## config.mk

```make
export PLATFORM = sky130hd
export DESIGN_NAME = rob_port_sched
export DESIGN_NICKNAME = d
export VERILOG_FILES = /design/src/rtl/rob_port_sched.sv
export SDC_FILE = /design/constraint.sdc
export NUM_CORES = 1
export LEC_CHECK = 0
export ABC_AREA = 1
export CAP_MARGIN = 20
export CORE_AREA = 8 8 240 242
export DETAILED_ROUTE_END_ITERATION = 7
export DIE_AREA = 0 0 248 250
export PLACE_DENSITY = 0.52
export SLEW_MARGIN = 20
export SYNTH_ARGS = -nofsm -noshare
export SYNTH_HDL_FRONTEND = slang
export SYNTH_SLANG_ARGS = --single-unit
```

## constraint.sdc

```tcl
create_clock -name clk_2 -period 3.6 [get_ports clk_2]
set_input_delay 0.9 -clock clk_2 [delete_from_list [all_inputs] [get_ports clk_2]]
set_output_delay 0.9 -clock clk_2 [all_outputs]
set_load 0.05 [all_outputs]
```

## src/rtl/rob_port_sched.sv

```systemverilog
// rob_port_sched: time-slotted write-port scheduler for a reorder buffer.
// A double-rate clock alternates between a decode slot (allocate at tail)
// and an execute slot (round-robin write-back from two execute units).
// Both ROB write ports are registered, and each port is only used in its
// own slot, so the two never write in the same cycle.
module rob_port_sched #(
  parameter int ADDR = 7,
  parameter int DW   = 114
) (
  input  logic            clk_2,
  input  logic            rstn,
  // decode allocation
  input  logic            dec_valid,
  input  logic [DW-1:0]   dec_data,
  output logic            dec_ready,
  // execute write-back, unit 0
  input  logic            ex0_valid,
  input  logic [ADDR-1:0] ex0_addr,
  input  logic [DW-1:0]   ex0_data,
  output logic            ex0_ready,
  // execute write-back, unit 1
  input  logic            ex1_valid,
  input  logic [ADDR-1:0] ex1_addr,
  input  logic [DW-1:0]   ex1_data,
  output logic            ex1_ready,
  // retirement / recovery
  input  logic            commit,
  input  logic            flush,
  // slot indicator
  output logic            phase,
  // registered decode write port
  output logic            rob_we_d,
  output logic [ADDR-1:0] rob_wa_d,
  output logic [DW-1:0]   rob_wd_d,
  // registered execute write port
  output logic            rob_we_e,
  output logic [ADDR-1:0] rob_wa_e,
  output logic [DW-1:0]   rob_wd_e,
  // occupancy
  output logic [ADDR-1:0] alloc_tag,
  output logic [ADDR:0]   count,
  output logic            full,
  output logic            empty
);

  typedef enum logic {
    PH_DEC = 1'b0,
    PH_EXE = 1'b1
  } phase_e;

  // Occupancy value meaning every entry is in use (2^ADDR).
  localparam logic [ADDR:0] FULL_CNT = {1'b1, {ADDR{1'b0}}};

  phase_e          phase_q,  phase_d;
  logic            rr_q,     rr_d;
  logic [ADDR-1:0] tail_q,   tail_d;
  logic [ADDR:0]   count_q,  count_d;
  logic            dp_we_q,  dp_we_d;
  logic [ADDR-1:0] dp_wa_q,  dp_wa_d;
  logic [DW-1:0]   dp_wd_q,  dp_wd_d;
  logic            ep_we_q,  ep_we_d;
  logic [ADDR-1:0] ep_wa_q,  ep_wa_d;
  logic [DW-1:0]   ep_wd_q,  ep_wd_d;

  logic gnt0, gnt1;
  logic dec_xfer, ex_xfer, commit_eff;

  // Slot-qualified handshakes: round-robin grant, then gate by slot,
  // occupancy and flush.
  always_comb begin
    // rr names the unit with priority; the other wins only when rr is idle.
    gnt0       = ex0_valid & (~rr_q | ~ex1_valid);
    gnt1       = ex1_valid & ( rr_q | ~ex0_valid);
    full       = (count_q == FULL_CNT);
    empty      = (count_q == '0);
    dec_ready  = (phase_q == PH_DEC) & ~full  & ~flush;
    ex0_ready  = (phase_q == PH_EXE) & gnt0 & ~empty & ~flush;
    ex1_ready  = (phase_q == PH_EXE) & gnt1 & ~empty & ~flush;
    dec_xfer   = dec_valid & dec_ready;
    ex_xfer    = (ex0_valid & ex0_ready) | (ex1_valid & ex1_ready);
    // Retiring from an empty ROB has no effect.
    commit_eff = commit & ~empty;
  end

  // Next-state: slot toggle, tail/count bookkeeping and port load values.
  always_comb begin
    // NOTE: every signal assigned here gets a default first, so no path can
    // leave one unassigned and infer a latch.
    phase_d = (phase_q == PH_DEC) ? PH_EXE : PH_DEC;
    rr_d    = rr_q;
    tail_d  = tail_q;
    count_d = count_q;
    dp_we_d = 1'b0;
    dp_wa_d = dp_wa_q;
    dp_wd_d = dp_wd_q;
    ep_we_d = 1'b0;
    ep_wa_d = ep_wa_q;
    ep_wd_d = ep_wd_q;

    if (flush) begin
      // Flush empties the ROB; the slot and arbitration pointer keep running.
      tail_d  = '0;
      count_d = '0;
    end else begin
      if (dec_xfer) begin
        dp_we_d = 1'b1;
        dp_wa_d = tail_q;
        dp_wd_d = dec_data;
        tail_d  = tail_q + 1'b1;
      end

      if (ex_xfer) begin
        ep_we_d = 1'b1;
        if (ex0_ready) begin
          ep_wa_d = ex0_addr;
          ep_wd_d = ex0_data;
          rr_d    = 1'b1;
        end else begin
          ep_wa_d = ex1_addr;
          ep_wd_d = ex1_data;
          rr_d    = 1'b0;
        end
      end

      if (dec_xfer && !commit_eff) begin
        count_d = count_q + 1'b1;
      end else if (!dec_xfer && commit_eff) begin
        count_d = count_q - 1'b1;
      end
    end
  end

  // State and output registers with synchronous active-low reset.
  always_ff @(posedge clk_2) begin
    // NOTE: non-blocking assignments so every flop samples pre-edge values.
    if (!rstn) begin
      phase_q <= PH_DEC;
      rr_q    <= 1'b0;
      tail_q  <= '0;
      count_q <= '0;
      dp_we_q <= 1'b0;
      dp_wa_q <= '0;
      dp_wd_q <= '0;
      ep_we_q <= 1'b0;
      ep_wa_q <= '0;
      ep_wd_q <= '0;
    end else begin
      phase_q <= phase_d;
      rr_q    <= rr_d;
      tail_q  <= tail_d;
      count_q <= count_d;
      dp_we_q <= dp_we_d;
      dp_wa_q <= dp_wa_d;
      dp_wd_q <= dp_wd_d;
      ep_we_q <= ep_we_d;
      ep_wa_q <= ep_wa_d;
      ep_wd_q <= ep_wd_d;
    end
  end

  assign phase     = phase_q;
  assign alloc_tag = tail_q;
  assign count     = count_q;
  assign rob_we_d  = dp_we_q;
  assign rob_wa_d  = dp_wa_q;
  assign rob_wd_d  = dp_wd_q;
  assign rob_we_e  = ep_we_q;
  assign rob_wa_e  = ep_wa_q;
  assign rob_wd_e  = ep_wd_q;

endmodule

```

Word level (Yosys, flattened, before mapping)
Index checks and enable logic that the tools add are counted.
{"block": "totals", "ff_bits": 261}
{"block": "op_classes", "n_addsub": 3, "n_eq_ne": 1, "mux": 8, "n_bitwise": 25, "reduce_logical": 9}
{"cell": "114-bit 2-to-1 mux", "count": 1}
{"cell": "8-bit 2-to-1 mux", "count": 2}
{"cell": "1-bit bitwise AND", "count": 14}
{"cell": "8-bit by 1-bit adder with 8-bit output (second input constant)", "count": 1}
{"cell": "8-bit equality test (second input constant)", "count": 1}
{"cell": "8-bit logical NOT", "count": 1}
{"cell": "1-bit NOT", "count": 8}
{"cell": "8-bit by 1-bit subtractor with 8-bit output (second input constant)", "count": 1}
{"cell": "7-bit by 1-bit adder with 7-bit output (second input constant)", "count": 1}
{"cell": "7-bit 2-to-1 mux", "count": 1}
{"cell": "1-bit 2-to-1 mux", "count": 4}
{"cell": "2-bit AND reduction", "count": 2}
{"cell": "1-bit OR", "count": 3}
{"cell": "1-bit logical AND", "count": 2}
{"cell": "1-bit logical NOT", "count": 2}
{"cell": "2-bit nonzero test", "count": 1}
{"cell": "2-bit OR reduction", "count": 1}

Logic depth before layout (Yosys ltp)
Gate-level depths: netlist of run 1.
{"block": "depth", "word_depth": 9, "mapped_depth": 19, "depth_no_buf": 17}

Worst setup path before layout of run 1
OpenSTA, ideal clock, no wires.
{"block": "synth_timing", "path_kind": "register -> output", "from": "register count_q[0] (netlist: count[0])", "to": "output ex1_ready", "arrival_time_ns": 2.751, "required_time_ns": 2.700, "slack_ns": -0.051, "stages_incl_launch_ff": 8, "cell_sequence": "dfxtp_1 > nor2_1 > nand2_1 > inv_2 > nand2_2 > clkbuf_1 > inv_1 > nor3_1"}
{"block": "synth_between", "elab_chain_len": 4}
{"element": "start: declaration", "line": "57", "source": "logic [ADDR:0] count_q, count_d;"}
{"element": "start signal: assignment", "line": "151", "source": "count_q <= count_d;"}
{"element": "8-bit logical NOT", "line": "75", "source": "empty = (count_q == '0);"}
{"element": "named net empty", "line": "43", "source": "output logic empty"}
{"element": "1-bit NOT", "line": "78", "source": "ex1_ready = (phase_q == PH_EXE) & gnt1 & ~empty & ~flush;"}
{"element": "1-bit bitwise AND (2 in a row)", "line": "78"}
{"element": "end: declaration", "line": "25", "source": "output logic ex1_ready,"}
The timed path passes the listed nets, and every way through them passes these cells.

Final worst setup path of run 1
{"block": "layout_timing", "from": "register count_q[1] (netlist: count[1])", "to": "output full"}
{"block": "layout_between", "elab_chain_len": 1}
{"element": "8-bit equality test", "line": "74", "source": "full = (count_q == FULL_CNT);"}
{"element": "end: declaration", "line": "42", "source": "output logic full,"}
No other way between the ends.

==> out/qor.csv, run 1 <==
stage,metric,value,unit
pwr,power_density,524,nW/um2
worst_hold_path,holdPathEnd,rob_wa_d[0],
clock_tree,post-cts-setup-buffers,0,
sta,slew_viol_final,0,
clock_tree,clkTransAtPathRegs,0.06,ns
routing,first_pass_iters,5,
routing,ant_nets,0,
logic_synthesis,synth-seq-cells,261,
sta,fin_crit,3.20,ns
setup_path,cp-end-kind,output port,
global_routing,grt_max_degree,251,
sta,slew_headroom,24.1,%
worst_hold_path,min_path_cells,2,
global_routing,antenna_found_initial,8,
sta,fin_crit_sh,89.0,%
final_layout,drive_gt1_share,3.05,%
pwr,p_leak,10.0,nW
final_layout,finalNetCount,3070,
sta,timing.setup.tns,0,ns
clock_tree,cts.repair.resized,0,
clock_tree,hold_buffers,0,
setup_path,ff2ff_setup_slack,1.00,ns
place,placed_cells,3356,
global_routing,grt_use_total,16.6,%
die,ios,628,
global_routing,grt_pass1_wl,80600,um
logic_synthesis,synth_cell_types,26,
sta,finClkSkew,0.0216,ns
die,num_rows,85,
logic_synthesis,avgSynthCellArea,5.98,um2
worst_hold_path,hold_class,register to register,
logic_synthesis,seq_area_frac_synth,40.8,%
routing,via_per_inst,4.09,
setup_path,cp-start-kind,register,
sta,timing.fmax,312,MHz
logic_synthesis,ys_async_sr_fraction,0,%
setup_path,required,2.70,ns
run_status,status,completed,
routing,vias,14000,
die,core_area,53500,um2
routing,wirelength,54300,um
worst_hold_path,min-delay-start,rob_wa_d[0],
setup_path,crit_fanout,5,
final_layout,area_growth,62.6,%
clock_tree,h-tree-depth,2,
logic_synthesis,synthCells,2140,
place,port_buffers,627,
logic_synthesis,syn_area,12800,um2
sta,rsz0062_at_grt,false,
die,dieHeight,250,um
clock_tree,clk_path_buf_depth,3,
clock_tree,cts_tree,done,
clock_tree,root_buffer,clkbuf_16,
setup_path,reg2regPathDepth,16,
sta,finalSetupViolCount,0,
place,place_congestion,0.835,
pwr,ir_worst_vdd,0.626,mV
logic_synthesis,synth_enable_flop_cells,0,
final_layout,final_cells,3422,
sta,hold_violations,0,
setup_path,r2r-start,count[1],
flow_run,maxCapViolations,0,
routing,wl_per_cell,15.9,um
die,die_w,248,um
clock_tree,numClockSinks,261,
die,start_util,23.9,%
logic_synthesis,synthesis.nets,2512,
setup_path,worstPathArrival,2.30,ns
setup_path,path_class,register to output port,
global_routing,grt.overflow.total,0,
die,die_area,62000,um2
sta,worst_slew_pin_slew,1.14,ns
logic_synthesis,ys.flop_type,dfxtp_1,
setup_path,rr_endpoint,count[7],
routing,drtIter0Drc,680,
place,dpl.hpwl,40600,um
logic_synthesis,yosys_warnings,0,
clock_tree,clk_latency,0.54,ns
clock_tree,cts_buffers,36,
routing,route.detailed.drc,0,
global_routing,grt_pass1_vias,13600,
==> where the power goes <==
group          leakage, nW  internal (mW)  switching (mW)
Sequential            2.13           3.19           0.170
Combinational         7.32           1.39            2.61
Clock                0.577           2.19            1.37
==> cell families (layout without fill, tap and decap cells) <==
group	count (synthesis)	count (layout)	synth area share, %
AND/OR/NAND/NOR	1436	1436	43.8
AO/OA/AOI/OAI	20	20	0.831
buffers and inverters	408	990	13.2
XOR/XNOR	6	6	0.411
adder cells (fa/ha/maj)	9	9	0.938
flip-flops	261	261	40.8
other	0	4	0
==> cells in the final DEF (no fill, tap or decap), types with 2 or more instances in the layout <==
| cell type | count |
|---|---|
| diode_2 | 4 |
| buf_4 | 7 |
| o21ai_0 | 2 |
| clkbuf_8 | 6 |
| clkdlybuf4s50_1 | 623 |
| clkbuf_1 | 9 |
| xor2_1 | 6 |
| or2_2 | 2 |
| dfxtp_1 | 261 |
| o21ai_4 | 2 |
| inv_2 | 2 |
| clkbuf_16 | 38 |
| buf_12 | 12 |
| nand3_1 | 141 |
| nand4_1 | 4 |
| nand3b_1 | 2 |
| nor2_1 | 506 |
| inv_1 | 283 |
| bufinv_16 | 2 |
| clkinv_2 | 5 |
| ha_1 | 8 |
| a21oi_1 | 15 |
| nand2_1 | 777 |
==> stage by stage <==
step                      instance area [um2]  power [mW]  utilization, %  hold WS [ns]  setup slack (ns)
final                                   20800        10.9            38.9         0.479             0.397
after global routing                    20800        11.5            38.9         0.503             0.243
after CTS                               20800        11.1            38.9         0.488             0.330
after detailed placement                19600        7.44            36.7         0.479             0.274
after global placement                  19600        7.39            36.7         0.476             0.284
after floorplan                         12800        5.92               -         0.454             0.381
==> worst max path at each step <==
stage / end / slack, ns / from
finish: full / 0.40 / count[1]
global route: full / 0.24 / count[1]
CTS: full / 0.33 / count[1]
detailed placement: count[7] / 0.27 / flush
global placement: count[7] / 0.28 / flush
floorplan: ex1_ready / 0.38 / count[0]
==> cells in the mapped netlist, types with 4 or more instances <==
cell	count	area, um2
buf_6	5	56.3
clkbuf_1	47	176
buf_2	55	275
buf_4	15	113
inv_1	283	1060
a21oi_1	15	75.1
nand4_1	4	25.0
nor2_1	506	1900
ha_1	8	100
nand3_1	141	706
dfxtp_1	261	5230
xor2_1	6	52.6
nand2_1	777	2920
==> worst max-delay path, cell delays in order (launching register included) <==
cell and delay, ns:
dfxtp_1 0.38, nor2_1 0.11, nand2_1 0.14, nor2_1 0.26, clkdlybuf4s50_1 0.87
==> routing by layer <==
metal  up-vias  share of wire (%)  global-route usage [%]
li1       7367                  -                       -
met1      6210                 38                    17.8
met2       341                 52                    30.9
met3        82                6.2                    4.14
met4         4                2.9                    5.97
met5         -              0.050                       0
==> sequential cells by signal, summed over array words and instances (netlist names) <==
signal and count:
rob_wa_e 7, rr_q 1, count 8, rob_wd_d 114, rob_wa_d 7, rob_wd_e 114, rob_we_d 1, rob_we_e 1
alloc_tag 7, phase 1
==> layout make-up <==
cell class,count,area [um2]
Antenna cell,4,10.0
Clock buffer,53,1070
Clock inverter,9,109
Fill cell,5615,32700
Inverter,285,1070
Multi-Input combinational cell,1471,5920
Sequential cell,261,5230
Tap cell,696,871
Timing Repair Buffer,643,6540
(Power assumes the default switching activity.)
==> run 2: changes to the inputs <==
==> constraint.sdc (replaced) <==
create_clock -name clk_2 -period 3.25 [get_ports clk_2]
set_input_delay 0.8125 -clock clk_2 [delete_from_list [all_inputs] [get_ports clk_2]]
set_output_delay 0.8125 -clock clk_2 [all_outputs]
set_load 0.05 [all_outputs]
==> run 2 against run 1 <==
Worst setup slack got worse by 0.26 ns. Via count rose by 0.36%. Core utilization barely moved. Die area did not move. Critical path depth rose by 2. Hold slack improved by 0.013 ns. Largest cell class unchanged. Sequential power rose by 11%. Combinational power rose by 11%. Global-route usage fell by 0.094 points. Clock power rose by 9.0%. Power rose by 10%. Design area barely moved.
==> out/qor.csv, run 2 (synthesis results as in run 1) <==
stage,metric,value,unit
pwr,pwr-share-comb,36.8,%
global_routing,grt.overflow.total,0,
sta,fin_crit_sh,95.7,%
setup_path,path_class,register to output port,
flow_run,maxCapViolations,0,
die,core_area,53500,um2
global_routing,antenna_found_initial,4,
global_routing,grt_max_degree,251,
place,dp_slack,0.0552,ns
sta,hold_violations,0,
die,dieHeight,250,um
die,start_util,23.9,%
routing,first_pass_iters,4,
global_routing,grt_pass1_vias,13500,
final_layout,final_core_util,38.9,%
pwr,p_leak,10.1,nW
setup_path,crit_fanout,5,
routing,drtIter0Drc,737,
sta,rsz0062_at_grt,false,
die,num_rows,85,
setup_path,worstPathArrival,2.30,ns
setup_path,path_buf_inv,3,
place,placed_cells,3361,
pwr,ir_worst_vdd,0.481,mV
final_layout,regArea,5230,um2
sta,slew_viol_final,0,
die,ios,628,
routing,vias,14100,
pwr,power.clock.fraction,32.2,%
place,dpl.hpwl,40900,um
global_routing,grt_util_met1,17.7,%
sta,timing.fmax,322,MHz
setup_path,setup.worst_path.end,empty,
routing,wl_per_cell,15.9,um
clock_tree,clk_path_buf_depth,3,
setup_path,critPathSlowestCell,clkdlybuf4s50_1,
clock_tree,clk_latency,0.53,ns
setup_path,cpPeakStageDelay,0.84,ns
final_layout,final_cells,3423,
pwr,internal_power,7.43,mW
setup_path,ff2ff_setup_slack,0.62,ns
place,dpl_cell_area,19700,um2
sta,finalSetupViolCount,0,
setup_path,rr_endpoint,count[6],
setup_path,cp-startpoint,count[0],
routing,via_per_inst,4.11,
worst_hold_path,hold_class,register to register,
setup_path,required,2.44,ns
routing,wirelength,54300,um
clock_tree,numClockSinks,261,
sta,fin_crit,3.11,ns
final_layout,finalNetCount,3074,
clock_tree,h-tree-depth,2,
sta,finClkSkew,0.0181,ns
sta,timing.setup.tns,0,ns
pwr,power.switching,4.59,mW
global_routing,grtUsageMet2,31.2,%
setup_path,cp-end-kind,output port,
run_status,status,completed,
global_routing,grt_pass1_wl,80400,um
clock_tree,hold_buffers,0,
die,die_w,248,um
pwr,power.total,12.0,mW
pwr,p_sw_share,38.2,%
final_layout,fill_cells,5687,
die,die_area,62000,um2
setup_path,crit_chain,"nor2_1, nand2_1, inv_2, nand2_4, inv_1, clkdlybuf4s50_1",
sta,fin_ws,0.141,ns
sta,hold_slack,0.493,ns
global_routing,use_met3,3.97,%
final_layout,final_cell_mix,"nand2_1 (777), clkdlybuf4s50_1 (622), nor2_1 (506)",
final_layout,stdcell_area,20800,um2
setup_path,path_delay_family,buffers and inverters,
sta,slew_headroom,17.4,%
global_routing,grt_use_total,16.5,%
clock_tree,root_buffer,clkbuf_16,
place,port_buffers,627,
global_routing,grt_busiest_layer,met2,
final_layout,area_growth,62.6,%
final_layout,drive_gt1_share,3.30,%
final_layout,final_common_cell,nand2_1,
routing,ant_nets,0,
sta,worst_slew_pin_slew,1.24,ns
setup_path,reg2regPathDepth,18,
clock_tree,cts_buffers,35,
setup_path,r2r-start,count[0],
clock_tree,cts_tree,done,
routing,route.detailed.drc,0,
setup_path,cp-start-kind,register,
pwr,seq_power_share,30.9,%
place,place_congestion,0.839,
clock_tree,clkTransAtPathRegs,0.06,ns
pwr,power_density,578,nW/um2
setup_path,crit_cells,6,
final_layout,multiInputGateArea,5920,um2
==> run 2: changes by cell type in the layout (fill, tap and decap cells not counted), moves of 2 or more <==
cell	before	now
clkbuf_8	6	4
buf_4	7	13
clkbuf_16	38	36
diode_2	4	2
clkbuf_1	9	5
clkinv_2	5	8
==> run 2: worst reg2reg max path, cell delays in order, from the launching register on <==
cell and delay, ns:
dfxtp_1 0.49, nor2_1 0.09, nand2_1 0.17, inv_2 0.08
nand2_1 0.11, nand3_4 0.09, inv_1 0.07, ha_1 0.17
inv_1 0.12, buf_4 0.17, ha_1 0.33, nand2_1 0.10
nand2_1 0.09, nand2_1 0.10, nand3_1 0.11, nand2_1 0.09
nand3_1 0.07, nand2_1 0.07, inv_1 0.03
==> run 2: worst min-delay path by stage <==
| stage | from | to | cells after the start | slack [ns] |
|---|---|---|---|---|
| after floorplan | rr_q | rr_q | 2 | 0.45 |
| after global placement | rob_wa_d[0] | rob_wa_d[0] | 2 | 0.47 |
| after detailed placement | rob_wa_d[0] | rob_wa_d[0] | 2 | 0.48 |
| after CTS | rr_q | rr_q | 2 | 0.49 |
| after global routing | rr_q | rr_q | 2 | 0.53 |
| final | rob_wa_d[0] | rob_wa_d[0] | 2 | 0.49 |
==> run 2: layer usage <==
layer	wire [um]	vias to the layer above	share of wire (%)
met2	28700	346	53
met4	1300	2	2.4
met5	20	-	0.037
met3	3490	71	6.4
met1	20700	6265	38
li1	-	7370	-
==> run 2: power by group through the flow <==
stage                     clock (mW)  combinational [mW]  sequential [mW]
after floorplan                    0                1.67             4.89
after global placement             0                4.40             3.77
after detailed placement           0                4.44             3.79
after CTS                       4.05                4.46             3.72
after global routing            4.18                4.78             3.76
final                           3.88                4.43             3.72
==> run 2: final cells by class <==
class	count	area share, %
multi-input combinational	1471	28.5
sequential	261	25.1
tap	696	4.19
clock inverter	15	0.824
antenna	2	0.0241
timing repair buffer	648	31.6
inverter	285	5.14
clock buffer	45	4.68
==> run 2: what timing repair did <==
item                       in CTS  in global routing
buffers inserted                0                  0
gates resized for setup         0                  1
setup endpoints to repair       0                  1
